$ cat config.mk
export PLATFORM = sky130hd
export DESIGN_NAME = memory_port_arbiter
export DESIGN_NICKNAME = d
export VERILOG_FILES = /design/src/rtl/memory_port_arbiter.sv
export SDC_FILE = /design/constraint.sdc
export NUM_CORES = 1
export LEC_CHECK = 0
export BUFFER_PORTS_ARGS = -buffer_cell sky130_fd_sc_hd__buf_2
export CAP_MARGIN = 10
export CORE_AREA = 10 10 165 167
export DETAILED_ROUTE_END_ITERATION = 16
export DIE_AREA = 0 0 175 177
export PLACE_DENSITY = 0.77
export SYNTH_ARGS = -nofsm -noshare
export SYNTH_HDL_FRONTEND = slang
export SYNTH_SLANG_ARGS = --single-unit
export TNS_END_PERCENT = 10
$ cat constraint.sdc
create_clock -name clk -period 2 [get_ports clk]
set_input_delay 0.4 -clock clk [delete_from_list [all_inputs] [get_ports clk]]
set_output_delay 0.4 -clock clk [all_outputs]
set_load 0.05 [all_outputs]
$ cat src/rtl/memory_port_arbiter.sv
// Arbiter sharing one memory port between IF fetches and MEM loads/stores.
// Define ARB_FAIRNESS_EN to bound IF starvation with a grant counter.
module memory_port_arbiter #(
    parameter int ADDR_W       = 32,
    parameter int DATA_W       = 64,
    parameter int STARVE_LIMIT = 4
) (
    input  logic                clk,
    input  logic                rstN,
    input  logic                ifReq,
    input  logic [ADDR_W-1:0]   ifAddr,
    input  logic                ifKill,
    output logic                ifValid,
    output logic [DATA_W-1:0]   ifRdata,
    output logic                ifStall,
    input  logic                dReq,
    input  logic                dWe,
    input  logic [ADDR_W-1:0]   dAddr,
    input  logic [DATA_W-1:0]   dWdata,
    input  logic [DATA_W/8-1:0] dBe,
    output logic                dValid,
    output logic [DATA_W-1:0]   dRdata,
    output logic                dStall,
    output logic                memReq,
    output logic                memWe,
    output logic [ADDR_W-1:0]   memAddr,
    output logic [DATA_W-1:0]   memWdata,
    output logic [DATA_W/8-1:0] memBe,
    input  logic                memDone,
    input  logic [DATA_W-1:0]   memRdata
);

    typedef enum logic [1:0] {
        IDLE,
        BUSY_IF,
        BUSY_D,
        DRAIN
    } state_t;

    state_t state;
    logic   if_wins;
    logic   grant_if;
    logic   grant_d;

`ifdef ARB_FAIRNESS_EN
    localparam int CNT_W = $clog2(STARVE_LIMIT + 1);
    localparam logic [CNT_W-1:0] CNT_MAX = CNT_W'(STARVE_LIMIT);

    logic [CNT_W-1:0] starve_cnt;

    // A saturated counter means IF has waited long enough to beat MEM.
    assign if_wins = ifReq & (~dReq | (starve_cnt == CNT_MAX));

    always_ff @(posedge clk or negedge rstN) begin
        if (!rstN) begin
            starve_cnt <= '0;
        end else if (grant_if) begin
            starve_cnt <= '0;
        end else if (grant_d && ifReq && starve_cnt != CNT_MAX) begin
            starve_cnt <= starve_cnt + CNT_W'(1);
        end
    end
`else
    assign if_wins = ifReq & ~dReq;
`endif

    assign grant_if = (state == IDLE) & if_wins;
    assign grant_d  = (state == IDLE) & dReq & ~if_wins;

    assign ifStall = ifReq & ~ifValid;
    assign dStall  = dReq & ~dValid;

    always_ff @(posedge clk or negedge rstN) begin
        if (!rstN) begin
            state    <= IDLE;
            memReq   <= 1'b0;
            memWe    <= 1'b0;
            memAddr  <= '0;
            memWdata <= '0;
            memBe    <= '0;
            ifValid  <= 1'b0;
            ifRdata  <= '0;
            dValid   <= 1'b0;
            dRdata   <= '0;
        end else begin
            ifValid <= 1'b0;
            dValid  <= 1'b0;
            unique case (state)
                IDLE: begin
                    if (grant_d) begin
                        state    <= BUSY_D;
                        memReq   <= 1'b1;
                        memWe    <= dWe;
                        memAddr  <= dAddr;
                        memWdata <= dWdata;
                        memBe    <= dWe ? dBe : '1;
                    end else if (grant_if) begin
                        state    <= BUSY_IF;
                        memReq   <= 1'b1;
                        memWe    <= 1'b0;
                        memAddr  <= ifAddr;
                        memWdata <= '0;
                        memBe    <= '1;
                    end
                end
                BUSY_IF: begin
                    if (memDone) begin
                        state  <= IDLE;
                        memReq <= 1'b0;
                        // A kill landing with the response drops it.
                        if (!ifKill) begin
                            ifValid <= 1'b1;
                            ifRdata <= memRdata;
                        end
                    end else if (ifKill) begin
                        state <= DRAIN;
                    end
                end
                BUSY_D: begin
                    if (memDone) begin
                        state  <= IDLE;
                        memReq <= 1'b0;
                        memWe  <= 1'b0;
                        dValid <= 1'b1;
                        if (!memWe) begin
                            dRdata <= memRdata;
                        end
                    end
                end
                DRAIN: begin
                    if (memDone) begin
                        state  <= IDLE;
                        memReq <= 1'b0;
                    end
                end
                default: state <= IDLE;
            endcase
        end
    end

endmodule

==> results of run 1 <==
==> layer usage <==
metal	routed length (um)	up-vias	GRT usage
met1	10600	3389	0.198
li1	-	3077	-
met2	14700	306	0.300
met4	678	0	0.0572
met3	2260	50	0.0508
met5	0	-	0
==> through the flow <==
step	total power [mW]	setup WS (ns)	area, um^2
2_1_floorplan	18.1	0.265	9040
3_3_place_gp	21.7	0.220	11800
3_5_place_dp	21.9	0.181	11800
4_1_cts	26.6	0.131	12600
5_1_grt	27.5	0.0933	12600
6_report	26.4	0.177	12600
==> path summary, 6_finish.rpt <==
path / start / to / slack, ns
max in group asynchronous: rstN / memWdata[60] / 0.90
min reg2reg: ifRdata[37] / ifRdata[37] / 0.48
min: dBe[5] / memBe[5] / 0.1
max reg2reg: state[0] / dRdata[25] / 0.18
min in group asynchronous: rstN / ifRdata[48] / 0.43
max: state[0] / dRdata[25] / 0.18
==> kinds of logic after synthesis <==
| group | Yosys count | synth area share |
|---|---|---|
| compound gates | 112 | 0.0977 |
| buf+inv | 74 | 0.0404 |
| flops | 238 | 0.659 |
| mux | 160 | 0.195 |
| simple gates | 9 | 0.00858 |
==> sequential cells by signal (all words and copies together), names as in the netlist <==
register	count
dRdata	64
ifRdata	64
memWdata	64
memAddr	32
memBe	8
state	2
dValid	1
ifValid	1
memReq	1
memWe	1
==> cell usage in the layout (no fill, tap or decap), types with 3 or more instances in the layout <==
master                       instances
sky130_fd_sc_hd__o22a_1              8
sky130_fd_sc_hd__clkbuf_16          25
sky130_fd_sc_hd__clkbuf_1            4
sky130_fd_sc_hd__a22o_1             64
sky130_fd_sc_hd__clkinv_2            4
sky130_fd_sc_hd__buf_2             443
sky130_fd_sc_hd__clkinv_4            3
sky130_fd_sc_hd__bufinv_16           3
sky130_fd_sc_hd__o22ai_1            32
sky130_fd_sc_hd__dfrtp_1           238
sky130_fd_sc_hd__inv_1              34
sky130_fd_sc_hd__clkinvlp_4          3
sky130_fd_sc_hd__mux2_2             74
sky130_fd_sc_hd__buf_4              20
sky130_fd_sc_hd__mux2i_1            32
sky130_fd_sc_hd__mux2_1             54
sky130_fd_sc_hd__buf_12             10
==> cell type report <==
| cell class | instances | area [um^2] |
|---|---|---|
| fill | 2041 | 11300 |
| sequential | 238 | 5960 |
| multi-input combinational | 281 | 2740 |
| timing repair buffer | 475 | 2590 |
| clock buffer | 30 | 654 |
| tap | 324 | 405 |
| clock inverter | 14 | 168 |
| inverter | 35 | 131 |
| antenna | 1 | 2.50 |
==> power groups by stage <==
stage	Combinational (mW)	Sequential, mW	Clock (mW)
5_1_grt	14.2	8.37	4.94
3_5_place_dp	13.8	8.13	0
6_report	13.6	8.11	4.63
4_1_cts	13.8	8.11	4.71
2_1_floorplan	2.40	15.7	0
3_3_place_gp	13.6	8.07	0
==> timing repair <==
action                                 4_1_cts  5_1_grt
endpoints found under the hold margin       48        0
hold buffers                                 1        0
setup buffers                                0        0
==> out/qor.json, run 1 <==
{
  "routed_wirelength": {"value": 28.2, "unit": "mm"},
  "die_area": {"value": 0.0310, "unit": "mm^2"},
  "clockRootBuffer": {"value": "sky130_fd_sc_hd__clkbuf_16"},
  "fin_worst_skew": {"value": 0.0168, "unit": "ns"},
  "die_height": {"value": 177, "unit": "um"},
  "detailedRoute.firstIterationViolations": {"value": 463},
  "mappedNetlistNets": {"value": 800},
  "grt_first_pass_wirelength": {"value": 43.0, "unit": "mm"},
  "min-delay-path-class": {"value": "in -> reg"},
  "synth-main-ff-cell": {"value": "sky130_fd_sc_hd__dfrtp_1"},
  "final_core_util": {"value": 0.528},
  "critical_path.endpoint_type": {"value": "flop"},
  "sequential_group_share_of_total_power": {"value": 0.308},
  "critical_path.top_delay_family": {"value": "simple AND/OR/NAND/NOR gates"},
  "internal_power": {"value": 13.0, "unit": "mW"},
  "grt_antenna_before_repair": {"value": 1},
  "synth_largest_type_area_fraction": {"value": 0.659},
  "yosys.area.top_type": {"value": "sky130_fd_sc_hd__dfrtp_1"},
  "cts_repair_resize_count": {"value": 0},
  "seq_area_frac_synth": {"value": 0.659},
  "p_sw_frac": {"value": 0.506},
  "tritoncts_clock_tree": {"value": "built"},
  "leading_post_synthesis_cells_by_cell_area": {"value": "sky130_fd_sc_hd__dfrtp_1 (66%), sky130_fd_sc_hd__mux2_2 (9.2%), sky130_fd_sc_hd__mux2_1 (6.7%), sky130_fd_sc_hd__a22o_1 (6.2%), sky130_fd_sc_hd__mux2i_1 (3.5%)"},
  "antenna_left": {"value": 0},
  "yosysMostFrequentCell": {"value": "sky130_fd_sc_hd__dfrtp_1"},
  "cts_made_buffers": {"value": 25},
  "count_of_tritonroute_iterations_in_the_first_routing_pass": {"value": 4},
  "via_count": {"value": 6822},
  "maxSlewViolCount": {"value": 0},
  "async_reset_ff_frac": {"value": 1.00},
  "final.hold.worst_slack": {"value": 0.0998, "unit": "ns"},
  "fin_setup_tns": {"value": 0, "unit": "ns"},
  "avgRoutedWirePerCell": {"value": 20.1, "unit": "um"},
  "hold_viol": {"value": 0},
  "power.leakage": {"value": 6.47, "unit": "nW"},
  "power_switching": {"value": 13.4, "unit": "mW"},
  "avgViaCountPerCell": {"value": 4.88},
  "timing.final.setup_violations": {"value": 0},
  "global_route_total_overflow": {"value": 0},
  "result_of_the_run": {"value": "finished clean"},
  "grt_setup_unrepaired": {"value": "no"},
  "initial_utilization": {"value": 0.377},
  "setup.worst_path.class": {"value": "reg -> reg"},
  "worst-slew-pin-transition": {"value": 0.464, "unit": "ns"},
  "cts.clk_slew.worst_paths": {"value": 0.06, "unit": "ns"},
  "track_usage": {"value": 0.172},
  "timing.critical_path.depth": {"value": 4},
  "die_span_in_x": {"value": 175, "unit": "um"},
  "critical-path-slowest-cell": {"value": "sky130_fd_sc_hd__dfrtp_1"},
  "final.min_clock_period": {"value": 1.82, "unit": "ns"},
  "row_count": {"value": 57},
  "numPlacedInstances": {"value": 1352},
  "timing.reg2reg.worst_path_depth": {"value": 4},
  "power.share.clock": {"value": 0.175},
  "grt_start_max_net_pins": {"value": 69},
  "min_delay_path_depth": {"value": 2},
  "post_synth_num_cell_types": {"value": 26},
  "synth.avg_cell_area": {"value": 15.3, "unit": "um^2"},
  "nets_final": {"value": 1263},
  "drc_errors": {"value": 0},
  "areaGrowthSynthToFinish": {"value": 39.9, "unit": "%"},
  "crit_buf_inv": {"value": 1},
  "synth_edf_count": {"value": 0},
  "finish.cell_count_without_fillers": {"value": 1398},
  "max-cap-violations": {"value": 0},
  "worstPathCellList": {"value": "nand3b_1 -> nor2_4 -> buf_4 -> mux2_2"},
  "synth.cells.most_frequent": {"value": "sky130_fd_sc_hd__dfrtp_1 (238), sky130_fd_sc_hd__mux2_2 (74), sky130_fd_sc_hd__a22o_1 (64)"},
  "clkSinkCount": {"value": 238},
  "power_frac_comb": {"value": 0.517},
  "syn_inst": {"value": 593},
  "worstPathArrival": {"value": 2.20, "unit": "ns"},
  "post-route-period-util": {"value": 0.911},
  "power.density": {"value": 2090, "unit": "mW/mm^2"},
  "grt_pass1_vias": {"value": 7533},
  "ir_drop": {"value": 1.20, "unit": "mV"},
  "max_clock_freq": {"value": 0.549, "unit": "GHz"},
  "gp_routability_congestion": {"value": 0.830},
  "synth-warning-count": {"value": 0},
  "crit_path_start_kind": {"value": "flop"},
  "worst-endpoint-required": {"value": 2.38, "unit": "ns"},
  "placement.io_buffers": {"value": 444},
  "floorplan.io_pins": {"value": 445},
  "worstSkewPairLatency": {"value": 0.51, "unit": "ns"},
  "design.core.area": {"value": 0.0240, "unit": "mm^2"},
  "cpPeakStageDelay": {"value": 0.45, "unit": "ns"},
  "netlist_area": {"value": 0.00904, "unit": "mm^2"},
  "crit_fanout": {"value": 10},
  "max-slew-margin-rel": {"value": 0.691},
  "hpwlAfterDp": {"value": 21.9, "unit": "mm"},
  "cts-root-to-sink-buffers": {"value": 3},
  "drive_gt1_frac": {"value": 0.555},
  "ys_seq_elements": {"value": 238},
  "cts.htree.levels": {"value": 1}
}
No activity file was read; power rests on OpenSTA's default activity.
==> run 2, diff against run 1 <==
--- a/config.mk
+++ b/config.mk
@@ -7,10 +7,11 @@
 export LEC_CHECK = 0
 export BUFFER_PORTS_ARGS = -buffer_cell sky130_fd_sc_hd__buf_2
 export CAP_MARGIN = 10
-export CORE_AREA = 10 10 165 167
+export CORE_AREA = 10 10 163 165
 export DETAILED_ROUTE_END_ITERATION = 16
-export DIE_AREA = 0 0 175 177
-export PLACE_DENSITY = 0.77
+export DIE_AREA = 0 0 173 175
+export MAX_ROUTING_LAYER = met4
+export PLACE_DENSITY = 0.78
 export SYNTH_ARGS = -nofsm -noshare
 export SYNTH_HDL_FRONTEND = slang
 export SYNTH_SLANG_ARGS = --single-unit
==> constraint.sdc (replaced) <==
create_clock -name clk -period 2.1 [get_ports clk]
set_input_delay 0.42 -clock clk [delete_from_list [all_inputs] [get_ports clk]]
set_output_delay 0.42 -clock clk [all_outputs]
set_load 0.05 [all_outputs]
==> out/qor.json, run 2 (same netlist as run 1, synthesis figures left out) <==
{
  "result_of_the_run": {"value": "finished clean"},
  "timing.final.setup_violations": {"value": 0},
  "min-delay-path-class": {"value": "in -> reg"},
  "routed_wirelength": {"value": 28.6, "unit": "mm"},
  "max-slew-margin-rel": {"value": 0.522},
  "hold_viol": {"value": 0},
  "maxSlewViolCount": {"value": 0},
  "areaGrowthSynthToFinish": {"value": 38.4, "unit": "%"},
  "critical_path.top_delay_family": {"value": "flip-flops"},
  "antenna_left": {"value": 0},
  "count_of_tritonroute_iterations_in_the_first_routing_pass": {"value": 5},
  "fin_worst_skew": {"value": 0.00888, "unit": "ns"},
  "layout_commonest_cell": {"value": "sky130_fd_sc_hd__buf_2"},
  "crit_buf_inv": {"value": 2},
  "crit_fanout": {"value": 65},
  "place_ws": {"value": 0.332, "unit": "ns"},
  "floorplan.io_pins": {"value": 445},
  "worstSkewPairLatency": {"value": 0.51, "unit": "ns"},
  "via_count": {"value": 6730},
  "grt_first_pass_wirelength": {"value": 43.4, "unit": "mm"},
  "timing.reg2reg.worst_path_depth": {"value": 4},
  "critical-path-slowest-cell": {"value": "sky130_fd_sc_hd__dfrtp_1"},
  "power.leakage": {"value": 6.42, "unit": "nW"},
  "track_usage": {"value": 0.183},
  "initial_utilization": {"value": 0.389},
  "total_power": {"value": 25.0, "unit": "mW"},
  "max-cap-violations": {"value": 0},
  "cts.repair_timing.setup_buffer_count": {"value": 0},
  "critical_path.endpoint_type": {"value": "flop"},
  "final.setup.worst_slack": {"value": 0.308, "unit": "ns"},
  "min_delay_path_depth": {"value": 2},
  "clockRootBuffer": {"value": "sky130_fd_sc_hd__clkbuf_16"},
  "worst-slew-pin-transition": {"value": 0.717, "unit": "ns"},
  "grt_start_max_net_pins": {"value": 66},
  "nFillCells": {"value": 2002},
  "detailedRoute.firstIterationViolations": {"value": 451},
  "gp_routability_congestion": {"value": 0.827},
  "reg.largest.list": {"value": "dRdata: 64 flops, ifRdata: 64 flops, memWdata: 64 flops"},
  "crit_path_start_kind": {"value": "flop"},
  "worst-r2r-setup-slack": {"value": 0.31, "unit": "ns"},
  "grt_antenna_before_repair": {"value": 2},
  "hold_end": {"value": "memBe[1]"},
  "cts-root-to-sink-buffers": {"value": 3},
  "setup.worst_path.class": {"value": "reg -> reg"},
  "final.min_clock_period": {"value": 1.79, "unit": "ns"},
  "global_route_total_overflow": {"value": 0},
  "placement.io_buffers": {"value": 444},
  "met2_length": {"value": 15.1, "unit": "mm"},
  "row_count": {"value": 56},
  "avgRoutedWirePerCell": {"value": 20.7, "unit": "um"},
  "max_clock_freq": {"value": 0.558, "unit": "GHz"},
  "final_core_util": {"value": 0.538},
  "clkSinkCount": {"value": 238},
  "die_height": {"value": 175, "unit": "um"},
  "post-route-period-util": {"value": 0.853},
  "drc_errors": {"value": 0},
  "cts_made_buffers": {"value": 25},
  "cts.htree.levels": {"value": 1},
  "drive_gt1_frac": {"value": 0.552},
  "die_span_in_x": {"value": 173, "unit": "um"},
  "grt_pass1_vias": {"value": 7512},
  "grt_setup_unrepaired": {"value": "no"},
  "die_area": {"value": 0.0303, "unit": "mm^2"},
  "reg2reg_from": {"value": "state[0]"},
  "worst_hold_startpoint": {"value": "dBe[1]"},
  "cts_repair_resize_count": {"value": 0},
  "ir_drop": {"value": 1.18, "unit": "mV"},
  "hpwlAfterDp": {"value": 21.8, "unit": "mm"},
  "worstPathCellList": {"value": "inv_2 -> nor4b_4 -> buf_12 -> mux2_2"},
  "cpPeakStageDelay": {"value": 0.46, "unit": "ns"},
  "worst-endpoint-required": {"value": 2.50, "unit": "ns"},
  "wl_met3": {"value": 1.81, "unit": "mm"},
  "worstPathArrival": {"value": 2.19, "unit": "ns"},
  "tritoncts_clock_tree": {"value": "built"},
  "regToRegEndpoint": {"value": "ifRdata[4]"},
  "route.top_layer_used": {"value": "met4"},
  "fin_setup_tns": {"value": 0, "unit": "ns"},
  "nets_final": {"value": 1248},
  "cts.clk_slew.worst_paths": {"value": 0.06, "unit": "ns"},
  "m1WireLength": {"value": 11.0, "unit": "mm"},
  "power.density": {"value": 2000, "unit": "mW/mm^2"},
  "layout.cells.most_common_list": {"value": "sky130_fd_sc_hd__buf_2 (443), sky130_fd_sc_hd__dfrtp_1 (238), sky130_fd_sc_hd__mux2_2 (74), sky130_fd_sc_hd__a22o_1 (64), sky130_fd_sc_hd__mux2_1 (54)"},
  "avgViaCountPerCell": {"value": 4.88},
  "crit_path_start": {"value": "state[0]"},
  "design.core.area": {"value": 0.0233, "unit": "mm^2"}
}
[run 2: how the worst max path moves through the flow]
stage,slack [ns],to,cells past startpoint
final,0.31,ifRdata[4],4
after global routing,0.21,ifRdata[4],4
after CTS,0.26,ifStall,2
after detailed placement,0.33,memWdata[28],5
after global placement,0.37,ifRdata[8],4
after floorplan,0.32,dStall,3
[run 2: power by group]
group | switching, mW | internal (mW)
Combinational | 9.80 | 3.09
Sequential | 1.13 | 6.63
Clock | 1.79 | 2.60
[run 2: metal layers]
metal / global-route usage / up-vias
met5: - / -
met4: 0.0550 / 0
met3: 0.0390 / 50
met2: 0.323 / 289
met1: 0.205 / 3343
li1: - / 3048
[run 2: per-stage QoR]
stage	instance area [um^2]	cells	hold WS, ns
2_1_floorplan	9040	593	0.124
3_3_place_gp	11700	1332	0.394
3_5_place_dp	11700	1332	0.397
4_1_cts	12500	1378	0.0942
5_1_grt	12500	1380	0.0963
6_report	12500	1380	0.119
[run 2: layout make-up]
| class | instances | area (um^2) | area share |
|---|---|---|---|
| clock buffers | 30 | 694 | 0.0555 |
| flip-flops and latches | 238 | 5960 | 0.476 |
| clock inverters | 15 | 133 | 0.0106 |
| well taps | 319 | 399 | 0.0319 |
| diodes | 2 | 5.00 | 0.000400 |
| multi-input cells | 281 | 2740 | 0.219 |
| repair buffers | 460 | 2450 | 0.196 |
| inverters | 35 | 131 | 0.0105 |
[run 2: what timing repair did]
action,in CTS,in global routing
hold buffers,1,0
endpoints found under the hold margin,51,0
endpoints found under the setup margin,0,0
==> run 3, diff against run 2 <==
==> constraint.sdc (replaced) <==
create_clock -name clk -period 2.1 [get_ports clk]
set_input_delay 0.105 -clock clk [delete_from_list [all_inputs] [get_ports clk]]
set_output_delay 0.105 -clock clk [all_outputs]
set_load 0.05 [all_outputs]
==> out/qor.json, run 3 (same netlist as run 1, synthesis figures left out) <==
{
  "hold_viol": {"value": 0},
  "worst_hold_startpoint": {"value": "dReq"},
  "placement.io_buffers": {"value": 444},
  "result_of_the_run": {"value": "finished clean"},
  "fin_worst_skew": {"value": 0.0141, "unit": "ns"},
  "grt_antenna_before_repair": {"value": 5},
  "grt-busiest-layer": {"value": "met2"},
  "clkSinkCount": {"value": 238},
  "worstSkewPairLatency": {"value": 0.52, "unit": "ns"},
  "postPlaceCellArea": {"value": 0.0118, "unit": "mm^2"},
  "final_area": {"value": 0.0147, "unit": "mm^2"},
  "layout_commonest_cell": {"value": "sky130_fd_sc_hd__buf_2"},
  "max_clock_freq": {"value": 0.492, "unit": "GHz"},
  "max-slew-margin-rel": {"value": 0.367},
  "cts.clk_slew.worst_paths": {"value": 0.06, "unit": "ns"},
  "die_area": {"value": 0.0303, "unit": "mm^2"},
  "initial_utilization": {"value": 0.389},
  "reg2reg_from": {"value": "state[1]"},
  "detailedRoute.firstIterationViolations": {"value": 514},
  "post-route-period-util": {"value": 0.967},
  "avgRoutedWirePerCell": {"value": 22.3, "unit": "um"},
  "critical-path-slowest-cell": {"value": "sky130_fd_sc_hd__dlygate4sd3_1"},
  "timing.final.setup_violations": {"value": 0},
  "worst-endpoint-required": {"value": 2.52, "unit": "ns"},
  "crit_path_start_kind": {"value": "flop"},
  "die_height": {"value": 175, "unit": "um"},
  "grt.met3_usage": {"value": 0.0502},
  "die_span_in_x": {"value": 173, "unit": "um"},
  "grt_start_max_net_pins": {"value": 70},
  "worst-slew-pin-transition": {"value": 0.946, "unit": "ns"},
  "tritoncts_clock_tree": {"value": "built"},
  "global_route.usage.met2": {"value": 0.402},
  "cts_made_buffers": {"value": 25},
  "reg.largest.list": {"value": "dRdata: 64 flops, ifRdata: 64 flops, memWdata: 64 flops"},
  "drc_errors": {"value": 0},
  "ir_drop": {"value": 1.39, "unit": "mV"},
  "grtUsageMet1": {"value": 0.239},
  "via_count": {"value": 7984},
  "grt_setup_unrepaired": {"value": "no"},
  "grt_first_pass_wirelength": {"value": 54.1, "unit": "mm"},
  "track_usage": {"value": 0.229},
  "cts-root-to-sink-buffers": {"value": 3},
  "min-delay-path-class": {"value": "in -> reg"},
  "gp_routability_congestion": {"value": 0.841},
  "areaGrowthSynthToFinish": {"value": 62.9, "unit": "%"},
  "clockRootBuffer": {"value": "sky130_fd_sc_hd__clkbuf_16"},
  "worstPathCellList": {"value": "nor3b_4 -> buf_4 -> buf_12 -> o22ai_1 -> dlygate4sd3_1 -> mux2i_1"},
  "critical_path.endpoint_type": {"value": "flop"},
  "power.leakage": {"value": 7.34, "unit": "nW"},
  "count_of_tritonroute_iterations_in_the_first_routing_pass": {"value": 4},
  "nets_final": {"value": 1463},
  "routed_wirelength": {"value": 35.6, "unit": "mm"},
  "crit_path_start": {"value": "state[1]"},
  "max-cap-violations": {"value": 0},
  "grt_pass1_vias": {"value": 9235},
  "fin_setup_tns": {"value": 0, "unit": "ns"},
  "avgViaCountPerCell": {"value": 5.00},
  "maxSlewViolCount": {"value": 0},
  "cts.htree.levels": {"value": 1},
  "layout.cells.most_common_list": {"value": "sky130_fd_sc_hd__buf_2 (443), sky130_fd_sc_hd__dfrtp_1 (238), sky130_fd_sc_hd__dlygate4sd3_1 (204), sky130_fd_sc_hd__mux2_2 (74), sky130_fd_sc_hd__a22o_1 (64)"},
  "floorplan.io_pins": {"value": 445},
  "setup.worst_path.class": {"value": "reg -> reg"},
  "crit_fanout": {"value": 19},
  "worstPathArrival": {"value": 2.45, "unit": "ns"},
  "antenna_left": {"value": 0},
  "final.min_clock_period": {"value": 2.03, "unit": "ns"},
  "drive_gt1_frac": {"value": 0.465},
  "global_route_total_overflow": {"value": 0},
  "row_count": {"value": 56},
  "hpwlAfterDp": {"value": 22.2, "unit": "mm"},
  "cpPeakStageDelay": {"value": 0.62, "unit": "ns"},
  "power.density": {"value": 1770, "unit": "mW/mm^2"},
  "design.core.area": {"value": 0.0233, "unit": "mm^2"}
}
## run 3: metal layers
layer  up-vias  wire, um
li1       3470         -
met1      3972     12700
met2       429     18800
met3       113      2320
met4         0      1680
met5         -         0
## run 3: final cells by class
cell class,instances,area [um^2]
multi-input cells,281,2750
repair buffers,675,4640
well taps,319,399
clock buffers,33,706
fillers,1641,8530
diodes,5,12.5
clock inverters,10,133
flip-flops and latches,238,5960
inverters,35,131
## run 3: path summary, 6_finish.rpt
check | cells after the start | to | slack (ns)
setup / recovery | 6 | memAddr[4] | 0.07
hold / removal | 3 | state[0] | 0.06
setup reg to reg | 6 | memAddr[4] | 0.07
hold reg to reg | 1 | dRdata[13] | 0.48
max in group asynchronous | 3 | memAddr[9] | 1.27
min in group asynchronous | 2 | ifRdata[45] | 0.12
## run 3: report_power, final
| part | internal, mW | switching [mW] | total (mW) |
|---|---|---|---|
| clock | 2.72 | 1.80 | 4.52 |
| sequential | 6.64 | 1.22 | 7.86 |
| combinational | 3.49 | 10.1 | 13.6 |
## run 3: metrics by stage
step | setup slack [ns] | cells | hold slack, ns | utilization | power, mW
CTS | 0.0965 | 1588 | 0.0423 | 0.631 | 25.8
finish | 0.0689 | 1596 | 0.0618 | 0.633 | 26.0
floorplan | 0.574 | 593 | -0.191 | - | 17.2
global route | 0.0121 | 1596 | 0.0631 | 0.633 | 27.0
detailed placement | 0.269 | 1341 | 0.0603 | 0.507 | 20.9
global placement | 0.314 | 1341 | 0.0595 | 0.507 | 20.6
## run 3: critical path: cells and delay by family (launching register included)
| family | cells | cell delay (ns) |
|---|---|---|
| AOI/OAI and AO/OA | 1 | 0.10 |
| muxes | 1 | 0.19 |
| buffers and inverters | 3 | 0.97 |
| and+or+nand+nor | 1 | 0.21 |
| DFF | 1 | 0.47 |
## run 3: timing repair
item | CTS | global route
hold buffers | 204 | 0
resized for setup | 0 | 1
setup endpoints to repair | 0 | 10
buffers inserted | 0 | 2
hold endpoints to repair | 474 | 0
